<file path="src/rtl/ex_muldiv_pkg.sv">
// Shared encodings for the EX-stage multiply/divide unit; the decoder builds
// the EX control field from the same op constants.
package ex_muldiv_pkg;

    localparam int unsigned MULDIV_WIDTH = 32;

    localparam logic [1:0] OP_MULT  = 2'b00;
    localparam logic [1:0] OP_MULTU = 2'b01;
    localparam logic [1:0] OP_DIV   = 2'b10;
    localparam logic [1:0] OP_DIVU  = 2'b11;

    typedef enum logic [1:0] {
        ST_IDLE = 2'd0,
        ST_CALC = 2'd1,
        ST_FIX  = 2'd2
    } muldiv_state_e;

    // Per-operation control latched at start
    typedef struct packed {
        logic is_div;
        logic neg_q;   // negate product (mul) or quotient (div)
        logic neg_r;   // negate remainder (div)
    } muldiv_ctrl_t;

    function automatic logic op_is_div(input logic [1:0] op);
        return (op == OP_DIV) || (op == OP_DIVU);
    endfunction

    function automatic logic op_is_signed(input logic [1:0] op);
        return (op == OP_MULT) || (op == OP_DIV);
    endfunction

endpackage

</file>
<file path="src/rtl/ex_muldiv.sv">
// Iterative MULT/MULTU/DIV/DIVU unit owning HI/LO; one bit per cycle on
// unsigned magnitudes, signs restored in a final fix-up cycle.
module ex_muldiv
    import ex_muldiv_pkg::*;
#(
    parameter int unsigned WIDTH = MULDIV_WIDTH
) (
    input  logic             clk_i,
    input  logic             rst_n_i,
    input  logic             start_i,
    input  logic [1:0]       op_i,
    input  logic [WIDTH-1:0] rs_i,
    input  logic [WIDTH-1:0] rt_i,
    input  logic             flush_i,
    input  logic             mthi_i,
    input  logic             mtlo_i,
    output logic             busy_o,
    output logic             done_o,
    output logic [WIDTH-1:0] hi_o,
    output logic [WIDTH-1:0] lo_o
);

    localparam int unsigned CNT_W = $clog2(WIDTH);
    localparam logic [CNT_W-1:0] CNT_LAST = CNT_W'(WIDTH - 1);

    muldiv_state_e    state_q, state_d;
    muldiv_ctrl_t     ctrl_q, ctrl_d;
    logic [CNT_W-1:0] cnt_q, cnt_d;
    logic [WIDTH-1:0] acc_hi_q, acc_hi_d;
    logic [WIDTH-1:0] acc_lo_q, acc_lo_d;
    logic [WIDTH-1:0] opb_q, opb_d;
    logic [WIDTH-1:0] hi_q, hi_d;
    logic [WIDTH-1:0] lo_q, lo_d;
    logic             busy_q, busy_d;
    logic             done_q, done_d;

    // Operand conditioning at start: magnitudes plus result signs
    logic             is_div, is_signed, a_neg, b_neg, b_zero;
    logic [WIDTH-1:0] a_mag, b_mag;

    assign is_div    = op_is_div(op_i);
    assign is_signed = op_is_signed(op_i);
    assign a_neg     = is_signed & rs_i[WIDTH-1];
    assign b_neg     = is_signed & rt_i[WIDTH-1];
    assign b_zero    = (rt_i == '0);
    assign a_mag     = a_neg ? -rs_i : rs_i;
    assign b_mag     = b_neg ? -rt_i : rt_i;

    // Shift-add multiply step: acc_hi accumulates, acc_lo holds the multiplier
    logic [WIDTH:0] mul_sum;
    assign mul_sum = {1'b0, acc_hi_q} + {1'b0, {WIDTH{acc_lo_q[0]}} & opb_q};

    // Restoring divide step: acc_hi is the partial remainder, acc_lo the dividend/quotient
    logic [WIDTH:0]   div_shift, div_diff;
    logic             div_qbit;
    logic [WIDTH-1:0] div_rem;

    assign div_shift = {acc_hi_q, acc_lo_q[WIDTH-1]};
    assign div_diff  = div_shift - {1'b0, opb_q};
    assign div_qbit  = ~div_diff[WIDTH];
    assign div_rem   = div_qbit ? div_diff[WIDTH-1:0] : div_shift[WIDTH-1:0];

    // Sign fix-up of the finished magnitudes
    logic [2*WIDTH-1:0] prod, prod_fix;
    logic [WIDTH-1:0]   quo_fix, rem_fix;

    assign prod     = {acc_hi_q, acc_lo_q};
    assign prod_fix = ctrl_q.neg_q ? -prod : prod;
    assign quo_fix  = ctrl_q.neg_q ? -acc_lo_q : acc_lo_q;
    assign rem_fix  = ctrl_q.neg_r ? -acc_hi_q : acc_hi_q;

    // Next-state and datapath update
    always_comb begin
        state_d  = state_q;
        ctrl_d   = ctrl_q;
        cnt_d    = cnt_q;
        acc_hi_d = acc_hi_q;
        acc_lo_d = acc_lo_q;
        opb_d    = opb_q;
        hi_d     = hi_q;
        lo_d     = lo_q;
        done_d   = 1'b0;

        case (state_q)
            ST_IDLE: begin
                if (mthi_i) hi_d = rs_i;
                if (mtlo_i) lo_d = rs_i;
                if (start_i && !flush_i) begin
                    state_d       = ST_CALC;
                    cnt_d         = '0;
                    ctrl_d.is_div = is_div;
                    // Divide by zero keeps an all-ones quotient unsigned
                    ctrl_d.neg_q  = (a_neg ^ b_neg) & ~(is_div & b_zero);
                    ctrl_d.neg_r  = a_neg;
                    acc_hi_d      = '0;
                    acc_lo_d      = is_div ? a_mag : b_mag;
                    opb_d         = is_div ? b_mag : a_mag;
                end
            end
            ST_CALC: begin
                if (flush_i) begin
                    state_d = ST_IDLE;
                end else begin
                    if (ctrl_q.is_div) begin
                        acc_hi_d = div_rem;
                        acc_lo_d = {acc_lo_q[WIDTH-2:0], div_qbit};
                    end else begin
                        acc_hi_d = mul_sum[WIDTH:1];
                        acc_lo_d = {mul_sum[0], acc_lo_q[WIDTH-1:1]};
                    end
                    cnt_d = cnt_q + CNT_W'(1);
                    if (cnt_q == CNT_LAST) state_d = ST_FIX;
                end
            end
            ST_FIX: begin
                state_d = ST_IDLE;
                if (!flush_i) begin
                    if (ctrl_q.is_div) begin
                        hi_d = rem_fix;
                        lo_d = quo_fix;
                    end else begin
                        hi_d = prod_fix[2*WIDTH-1:WIDTH];
                        lo_d = prod_fix[WIDTH-1:0];
                    end
                    done_d = 1'b1;
                end
            end
            default: state_d = ST_IDLE;
        endcase

        busy_d = (state_d != ST_IDLE);
    end

    always_ff @(posedge clk_i or negedge rst_n_i) begin
        if (!rst_n_i) begin
            state_q  <= ST_IDLE;
            ctrl_q   <= '0;
            cnt_q    <= '0;
            acc_hi_q <= '0;
            acc_lo_q <= '0;
            opb_q    <= '0;
            hi_q     <= '0;
            lo_q     <= '0;
            busy_q   <= 1'b0;
            done_q   <= 1'b0;
        end else begin
            state_q  <= state_d;
            ctrl_q   <= ctrl_d;
            cnt_q    <= cnt_d;
            acc_hi_q <= acc_hi_d;
            acc_lo_q <= acc_lo_d;
            opb_q    <= opb_d;
            hi_q     <= hi_d;
            lo_q     <= lo_d;
            busy_q   <= busy_d;
            done_q   <= done_d;
        end
    end

    assign busy_o = busy_q;
    assign done_o = done_q;
    assign hi_o   = hi_q;
    assign lo_o   = lo_q;

endmodule

</file>
<file path="config.mk">
export PLATFORM = sky130hd
export DESIGN_NAME = ex_muldiv
export DESIGN_NICKNAME = d
export VERILOG_FILES = /design/src/rtl/ex_muldiv_pkg.sv /design/src/rtl/ex_muldiv.sv
export SDC_FILE = /design/constraint.sdc
export NUM_CORES = 1
export LEC_CHECK = 0
export CORE_MARGIN = 2
export CORE_UTILIZATION = 45
export DETAILED_ROUTE_END_ITERATION = 16
export PLACE_DENSITY = 0.64
export SLEW_MARGIN = 20
export SYNTH_ARGS = -nofsm -noshare
export SYNTH_HDL_FRONTEND = slang
export SYNTH_SLANG_ARGS = --single-unit
</file>
<file path="constraint.sdc">
create_clock -name clk_i -period 6.4 [get_ports clk_i]
set_clock_uncertainty 0.15 [all_clocks]
set_input_delay 0.96 -clock clk_i [delete_from_list [all_inputs] [get_ports clk_i]]
set_output_delay 0.96 -clock clk_i [all_outputs]
set_load 0.005 [all_outputs]
</file>
==> results of run 1 <==
-- synthesized netlist by cell type (all sizes together) (16+ instances only) --
cell type	instances	share of area
a211oi	20	0.010
a21o	30	0.015
a21oi	237	0.082
a22oi	21	0.011
a31oi	17	0.0073
and2	17	0.0075
buf	18	0.0059
clkbuf	92	0.024
dfrtp	172	0.30
ha	70	0.060
inv	66	0.017
mux2i	44	0.030
nand2	181	0.047
nand2b	26	0.011
nand3	33	0.012
nor2	244	0.064
nor3	38	0.014
nor4	21	0.012
o21ai	181	0.062
o31ai	29	0.016
or3	16	0.0069
xnor2	110	0.066
xor2	61	0.037
-- stage by stage --
step / instance area [um^2] / cells
2_1_floorplan: 14600 / 1899
3_3_place_gp: 16200 / 2344
3_5_place_dp: 16200 / 2344
4_1_cts: 16800 / 2376
5_1_grt: 16800 / 2376
6_report: 16800 / 2376
-- worst paths after layout --
path | end | slack [ps] | depth (start not counted)
worst min-delay path | lo_o[10] | 330 | 1
worst max register to register | acc_hi_q[28] | 2320 | 14
worst min register to register | lo_o[10] | 330 | 1
max in group asynchronous | state_q[0] | 4450 | 2
worst max-delay path | acc_hi_q[28] | 2320 | 14
min in group asynchronous | hi_o[5] | 370 | 1
-- area by class of cell --
class	instances	area, um^2	share of cell area
multi-input combinational	1550	9640	0.575
sequential	172	4310	0.257
timing repair buffer	153	1490	0.0888
tap	402	503	0.0300
clock buffer	17	425	0.0254
inverter	67	251	0.0150
clock inverter	15	150	0.00896
-- registers in the layout, summed over array words and instances (netlist names) --
signal and count:
lo_o 32, acc_hi_q 32, acc_lo_q 32, done_o 1, opb_q 32, state_q 2, hi_o 32, ctrl_q 3
busy_o 1, cnt_q 5
-- power by group --
part | switching, W | internal [W] | total [W]
Sequential | 0.000495 | 0.00135 | 0.00184
Combinational | 0.00225 | 0.00152 | 0.00377
Clock | 0.000543 | 0.000520 | 0.00106
-- worst max-delay path, delay by kind of cell, from the launching register on --
family | cells | cell delay [ps]
xor gates and xnor gates | 1 | 200
adders and majority gates | 1 | 350
and+or+nand+nor | 3 | 310
buffers and inverters | 2 | 810
DFF | 1 | 550
AOI/OAI and AO/OA | 7 | 1580
-- metal layers --
metal  part of all wire  up-vias
li1                   -     6880
met1               0.44     6934
met2               0.42      728
met3              0.091       91
met4              0.046        0
met5                  0        -
-- cells by family after synthesis --
group / count (synthesis)
compound gates: 630
xor+xnor: 171
fa+ha+maj: 72
buf+inv: 177
flops: 172
mux: 49
simple gates: 628
==> run summary, run 1 <==
Nets -> 2105
Simple-gate share of the synthesized area -> 0.199
Post-synth EDFFs -> 0
Average cell area after synthesis -> 7.68 um^2
Worst-skew pair later-pin latency -> 450 ps
Flops & latches, synth -> 172
Global-route wire length before repair -> 80500 um
Share of cells above drive strength 1 -> 0.0466
I/O Pins -> 138
Drt total wl -> 53600 um
Syn Nets -> 2043
Per-cell routed wire length -> 22.6 um
Antenna-violating nets left -> 0
Vias per cell -> 6.16
Initial Util -> 0.460
Overflow left after global routing -> 0
Synth Area in Adders -> 0.0628
Via Count -> 14600
Die Y -> 184 um
Place WS -> 2070 ps
Critical Path Fanout Max -> 19
WP data arrival -> 4240 ps
Reg2reg start -> acc_lo_q[0]
Crit share post-route -> 0.638
Core Footprint -> 0.0317 mm^2
Most used cell, CP -> o21ai_0
Most used DFF post-synth -> dfrtp_1
Final RePlAce weighted congestion -> 0.991
Gate Count Post-Synth -> 1899
Min-Delay Path Class -> reg -> reg
Power per cell area -> 399 mW/mm^2
Worst rel slew slack -> 0.219
Final setup violation count -> 0
Slew Viols, Final -> 0
Vias in the first global route -> 13600
CP required -> 6550 ps
Post-CTS setup buffers -> 0
Syn-to-layout area delta -> 14.9%
Max incr delay on CP -> 550 ps
Die area -> 0.0339 mm^2
Status -> finished, final reports clean
# diodes -> 0
Fin crit period -> 4080 ps
Max Buffers Root-to-Sink -> 2
Initial antenna violation count -> 1
Crit Path Class -> reg -> reg
Drt first pass iters -> 9
Post-synthesis compound-gate area fraction -> 0.259
Crit path launch -> acc_lo_q[0]
Cts hold-fix bufs -> 0
# fillers -> 3110
Xor-xnor portion of the synthesized cell area -> 0.103
Syn. warnings -> 0
Critical Path Start Type -> flip-flop
Sink Count -> 172
Largest family of logic cells by synthesized area -> compound AO/OA/AOI/OAI gates
Largest net degree at the start of global routing -> 94
Sequential fraction of the synthesis area -> 0.295
Max-cap violations -> 0
Commonest cells after routing, fill and taps aside -> nor2_1 (240), a21oi_1 (233), nand2_1 (181), dfrtp_1 (171), o21ai_0 (141)
Final WS setup -> 2320 ps
CP Cell Sequence -> inv_1 > buf_4 > nor2_1 > ha_1 > a21oi_1 > nand2_1 > a211oi_1 > o21ai_0 > a22oi_1 > a31oi_1 > o21ai_0 > nand2b_1 > xnor2_1 > o221ai_1
Final Hold Viols -> 0
Clk root buf -> clkbuf_16
Starting DRC count in detailed routing -> 1605
Std-Cell Rows -> 65
Worst vdd ir -> 0.233 mV
DRC -> 0
Worst Max-Slew Pin Slew -> 1170 ps
Post-synth ARST share -> 1.00
Mux cell area share after synthesis -> 0.0340
Worst setup EP type -> flip-flop
FMAX -> 245 MHz
Post-CTS Resized -> 0
Utilization after layout -> 0.528
Netlist cell types -> 78
Most used routing layer -> met2
All-Layer GR Usage -> 0.316
Leak Pwr -> 6.97 nW
# port buffers -> 137
Fin Setup TNS -> 0 ps
CTS tree -> done
M3 GR Usage -> 0.0672
Overall Power -> 0.00668 W
Clk slew on worst S/H paths -> 80 ps
CP max-delay cell -> dfrtp_1
M2 GR Usage -> 0.467
Htree depth -> 4
Dpl hpwl -> 41100 um
RSZ-0062 raised after global routing -> no
HP Start -> lo_o[10]
Commonest non-fill, non-tap cell in the layout -> nor2_1
Mapped Area -> 0.0146 mm^2
CTS buffer count -> 17
Met1 Track Usage GR -> 0.438
WHS -> 328 ps
Die width -> 184 um
Note: power is estimated with default switching activity, not from simulation.
==> inputs of run 2 (changes only) <==
- PLACE_DENSITY: 0.64 -> 0.67
- clock period: 6.4 -> 3.6 ns (I/O delays scaled with it)
==> run summary, run 2 (synthesized netlist as in run 1, its figures left out) <==
Status -> finished with violations
Violated checks -> negative hold slack
Initial Util -> 0.460 (unchanged)
Vias in the first global route -> 14300 (+5.0%)
WP data arrival -> 3590 ps (-650 ps)
FF-to-FF setup slack -> 140 ps (-2180 ps)
CP required -> 3730 ps (-2820 ps)
Cts hold-fix bufs -> 0 (unchanged)
CTS tree -> done
Critical Path Fanout Max -> 18 (-1)
Post-CTS setup buffers -> 0 (unchanged)
Core Footprint -> 0.0317 mm^2 (unchanged)
Worst-skew pair later-pin latency -> 450 ps (about the same)
CP Cell Sequence -> inv_1 > buf_12 > buf_4 > nor2_1 > ha_1 > nand3_1 > nor2_1 > inv_1 > nor4_1 > a22oi_1 > a31oi_2 > nand3_1 > a21oi_1 > xnor2_1 > o221ai_1
Antenna-violating nets left -> 0 (unchanged)
Area of the multi-input gates -> 0.00967 mm^2 (+0.34%)
Per-cell routed wire length -> 21.7 um (-3.8%)
Leak Pwr -> 7.50 nW (+7.5%)
Power per cell area -> 703 mW/mm^2 (+76%)
Reg-to-Reg End -> acc_hi_q[30]
Path depth of the worst reg2reg path -> 15 (+1)
Drt total wl -> 53800 um (+0.41%)
Min-Delay Path Class -> in -> async
Crit Path Class -> reg -> reg
Overflow left after global routing -> 0 (unchanged)
FMAX -> 289 MHz (+18%)
Worst setup EP type -> flip-flop
CP max-delay cell -> dfrtp_1
Final Instance Count excl. Fillers -> 2480 (+4.4%)
Worst vdd ir -> 0.440 mV (+89%)
DRC -> 0 (unchanged)
Place WS -> -13.2 ps (-2090 ps)
Final WS setup -> 138 ps (-2180 ps)
All-Layer GR Usage -> 0.316 (+0.000703)
RSZ-0062 raised after global routing -> no
Std-Cell Rows -> 65 (unchanged)
Initial antenna violation count -> 0 (-1)
Worst Max-Slew Pin Slew -> 973 ps (-196 ps)
Worst rel slew slack -> 0.345 (+0.126)
Die area -> 0.0339 mm^2 (unchanged)
Fin crit period -> 3460 ps (-623 ps)
Commonest cells after routing, fill and taps aside -> nor2_1 (241), a21oi_1 (231), nand2_1 (181), dfrtp_1 (171), o21ai_0 (140)
Sink Count -> 172 (unchanged)
Starting DRC count in detailed routing -> 1792 (+12%)
Nets -> 2209 (+4.9%)
Dpl hpwl -> 42200 um (+2.6%)
Register area -> 0.00431 mm^2 (unchanged)
Clk slew on worst S/H paths -> 70 ps (about the same)
Clk root buf -> clkbuf_16
CTS buffer count -> 17 (unchanged)
Final RePlAce weighted congestion -> 0.966 (-2.5%)
Slew Viols, Final -> 0 (unchanged)
# fillers -> 2975 (-4.3%)
DP Cell Count -> 2448 (+4.4%)
Overall Power -> 0.0124 W (+85%)
Critical Path Start Type -> flip-flop
Via Count -> 15300 (+4.5%)
Drt first pass iters -> 6 (-3)
I/O Pins -> 138 (unchanged)
Max Buffers Root-to-Sink -> 2 (unchanged)
Die width -> 184 um (unchanged)
Commonest non-fill, non-tap cell in the layout -> nor2_1
Max-cap violations -> 0 (unchanged)
Final setup violation count -> 0 (unchanged)
Largest net degree at the start of global routing -> 77 (-18%)
Vias per cell -> 6.17 (+0.11%)
Final Hold Viols -> 17 (+17)
# port buffers -> 137 (unchanged)
Htree depth -> 4 (unchanged)
Share of cells above drive strength 1 -> 0.0958 (+0.0492)
Global-route wire length before repair -> 81700 um (+1.4%)
Crit share post-route -> 0.962 (+0.323)
WHS -> -43.2 ps (-371 ps)
Die Y -> 184 um (unchanged)
# diodes -> 0 (unchanged)
Reg2reg start -> acc_lo_q[0]
Syn-to-layout area delta -> 20.7%
Max incr delay on CP -> 400 ps (-150 ps)
## run 2: changes by cell type in the layout (fill, tap and decap cells not counted), sizes merged
cell	before	now
buf	18	122
clkbuf	17	21
inv	74	70
clkinv	6	3
clkinvlp	2	4
bufinv	0	1
## run 2: through the flow
step	area (um^2)	hold WS [ps]	TNS (ps)	utilization
finish	17600	-43.2	0	0.555
global route	17600	18.2	0	0.555
global placement	17000	314	0	0.536
CTS	17600	0.0486	0	0.554
detailed placement	17000	316	-14.9	0.536
floorplan	14600	94.4	0	-
## run 2: worst max-delay path: cells and delay by family, from the launching register on
family | cells | cell delay (ps)
AO/OA/AOI/OAI | 4 | 820
XOR/XNOR | 1 | 150
adder cells (fa/ha/maj) | 1 | 390
buffers and inverters | 4 | 580
flip-flops | 1 | 400
AND/OR/NAND/NOR | 5 | 800
## run 2: timing repair
action	4_1_cts	5_1_grt
gates resized for setup	0	10
endpoints found under the setup margin	0	25
endpoints found under the hold margin	0	0
## run 2: report_power, final
| group | switching, W | leakage, nW | internal (W) | total, W |
|---|---|---|---|---|
| clock network | 0.000861 | 0.268 | 0.000999 | 0.00186 |
| logic | 0.00440 | 5.12 | 0.00313 | 0.00753 |
| registers | 0.000577 | 2.11 | 0.00240 | 0.00298 |
| total | 0.00583 | 7.50 | 0.00654 | 0.0124 |
## run 2: cell type report
cell class / instances / share of cell area
Multi-Input combinational cell: 1550 / 0.549
Sequential cell: 172 / 0.245
Timing Repair Buffer: 257 / 0.131
Tap cell: 402 / 0.0286
Clock buffer: 21 / 0.0262
Inverter: 67 / 0.0143
Clock inverter: 11 / 0.00611
## run 2: worst max path at each step
stage                      start            to  slack (ps)
finish               acc_lo_q[0]  acc_hi_q[30]         140
global route        acc_lo_q[31]  acc_hi_q[31]           2
CTS                 acc_lo_q[31]   acc_hi_q[8]          60
detailed placement      rs_i[12]  acc_lo_q[30]         -10
global placement         rt_i[4]     opb_q[22]           7
floorplan            acc_lo_q[0]  acc_hi_q[24]         460
## run 2: layer usage
metal / routed length, um / GRT usage / up-vias
li1: - / - / 7097
met1: 22900 / 0.437 / 7214
met2: 23000 / 0.477 / 844
met3: 5340 / 0.0586 / 136
met4: 2600 / 0.150 / 0
met5: 0 / 0 / -
==> inputs of run 3 (changes only) <==
- PLACE_DENSITY: 0.67 -> 0.64
- REMOVE_ABC_BUFFERS: default -> 1
- clock period: 3.6 -> 3.3 ns (I/O delays scaled with it)
==> run summary, run 3 (synthesized netlist as in run 1, its figures left out) <==
All-Layer GR Usage -> 0.315 (-0.000988)
Vias in the first global route -> 14800 (+3.7%)
DRC -> 0 (unchanged)
Reg-to-Reg End -> acc_hi_q[23]
Worst vdd ir -> 0.395 mV (-10%)
Final Instance Count excl. Fillers -> 2584 (+4.2%)
Worst-skew pair later-pin latency -> 450 ps (about the same)
RSZ-0062 raised after global routing -> yes
Drt total wl -> 53500 um (-0.60%)
Place WS -> -197 ps (-184 ps)
# diodes -> 0 (unchanged)
Initial antenna violation count -> 1 (+1)
Commonest non-fill, non-tap cell in the layout -> nor2_1
Reg2reg start -> acc_lo_q[0]
Max-cap violations -> 0 (unchanged)
Crit share post-route -> 0.969 (+0.00746)
Via Count -> 15600 (+1.7%)
Final WS setup -> 102 ps (-36.1 ps)
Core Footprint -> 0.0317 mm^2 (unchanged)
Final setup violation count -> 0 (unchanged)
WP data arrival -> 3380 ps (-210 ps)
Path depth of the worst reg2reg path -> 15 (unchanged)
FMAX -> 313 MHz (+8.3%)
Status -> finished, final reports clean
Worst Max-Slew Pin Slew -> 999 ps (+26.3 ps)
Share of cells above drive strength 1 -> 0.158 (+0.0619)
Global-route wire length before repair -> 82800 um (+1.4%)
Fin crit period -> 3200 ps (-264 ps)
Final Hold Viols -> 0 (-17)
Antenna-violating nets left -> 0 (unchanged)
Critical Path Start Type -> flip-flop
Critical Path Fanout Max -> 3 (-15)
Worst min-delay path endpoint -> lo_o[6]
Crit Path Class -> reg -> reg
Dpl hpwl -> 41200 um (-2.3%)
CTS tree -> done
DP Cell Count -> 2543 (+3.9%)
Clk root buf -> clkbuf_16
Sink Count -> 172 (unchanged)
Max Buffers Root-to-Sink -> 2 (unchanged)
Starting DRC count in detailed routing -> 1598 (-11%)
Std-Cell Rows -> 65 (unchanged)
Initial Util -> 0.460 (unchanged)
I/O Pins -> 138 (unchanged)
CP required -> 3480 ps (-250 ps)
Vias per cell -> 6.02 (-2.4%)
Die width -> 184 um (unchanged)
Per-cell routed wire length -> 20.7 um (-4.6%)
Commonest cells after routing, fill and taps aside -> nor2_1 (241), a21oi_1 (224), buf_4 (215), nand2_1 (179), dfrtp_1 (171)
HP Start -> lo_o[6]
Hold Crit Depth -> 2
Largest net degree at the start of global routing -> 70 (-9.1%)
Slew Viols, Final -> 0 (unchanged)
Final RePlAce weighted congestion -> 0.964 (-0.24%)
FF-to-FF setup slack -> 100 ps (-40 ps)
Syn-to-layout area delta -> 28.6%
# port buffers -> 137 (unchanged)
Min-Delay Path Class -> reg -> reg
Nets -> 2313 (+4.7%)
Die area -> 0.0339 mm^2 (unchanged)
Power per cell area -> 780 mW/mm^2 (+11%)
Drt first pass iters -> 6 (unchanged)
Worst setup EP type -> flip-flop
CTS buffer count -> 17 (unchanged)
Worst rel slew slack -> 0.331 (-0.0140)
Clk slew on worst S/H paths -> 70 ps (about the same)
Leak Pwr -> 8.09 nW (+7.9%)
Overflow left after global routing -> 0 (unchanged)
Die Y -> 184 um (unchanged)
Htree depth -> 4 (unchanged)
run 3: changes by cell type in the layout (fill, tap and decap cells not counted), moves of 4 or more:
| cell | previous run | this run |
|---|---|---|
| o21ai_1 | 41 | 45 |
| a21oi_1 | 231 | 224 |
| o21ai_0 | 140 | 136 |
| a21oi_2 | 6 | 12 |
| ha_1 | 70 | 62 |
| ha_4 | 0 | 6 |
| buf_4 | 116 | 215 |
| clkinvlp_4 | 4 | 0 |
| clkinv_4 | 0 | 4 |
| buf_12 | 3 | 8 |
run 3: worst max path at each step:
stage | slack, ps | end | from
2_1_floorplan | -1820 | acc_lo_q[25] | state_q[1]
3_3_place_gp | -170 | acc_lo_q[31] | rt_i[6]
3_5_place_dp | -200 | acc_lo_q[27] | rt_i[6]
4_1_cts | 0.8 | acc_hi_q[29] | acc_lo_q[0]
5_1_grt | -40 | acc_hi_q[27] | acc_lo_q[0]
6_report | 100 | acc_hi_q[23] | acc_lo_q[0]
run 3: critical path, stage by stage, from the launching register on:
cell	delay (ps)
dfrtp_1	420
and2_1	160
ha_2	210
inv_1	60
fa_1	410
nand2b_4	180
a21oi_2	150
o21ai_1	120
nand2_1	140
buf_4	130
a21oi_1	70
o21ai_0	370
a31oi_1	170
xnor2_1	140
o21ai_0	140
o21ai_1	70
run 3: routing by layer:
| layer | GRT usage | up-vias | part of all wire |
|---|---|---|---|
| li1 | - | 7293 | - |
| met1 | 0.423 | 7417 | 0.43 |
| met2 | 0.512 | 710 | 0.46 |
| met3 | 0.0404 | 128 | 0.071 |
| met4 | 0.132 | 2 | 0.041 |
| met5 | 0 | - | 0.00024 |
run 3: repair_timing:
action	4_1_cts	5_1_grt
cloned	0	0
gates resized for setup	5	62
pin swaps	4	19
endpoints found under the hold margin	65	0
buffers inserted	2	7
hold buffers	1	0
setup endpoints to repair	27	40
run 3: through the flow:
step	util	hold WS (ps)	area [um^2]	power, W	TNS (ps)
detailed placement	0.561	317	17800	0.0119	-2810
global placement	0.561	314	17800	0.0118	-1970
finish	0.591	327	18800	0.0146	0
global route	0.591	356	18800	0.0156	-125
floorplan	-	49.4	14200	0.00830	-88960
CTS	0.581	334	18400	0.0142	0
run 3: report_power, final:
group	leakage (nW)	internal, W	switching [W]
sequential	2.11	0.00263	0.000564
clock	0.298	0.00123	0.000943
combinational	5.69	0.00423	0.00502
total	8.09	0.00810	0.00653
run 3: cell type report:
type	count	area, um^2
fillers	2903	13000
clock inverters	10	140
clock buffers	22	464
repair buffers	361	3150
multi-input cells	1550	9940
well taps	402	503
inverters	67	251
flip-flops and latches	172	4310
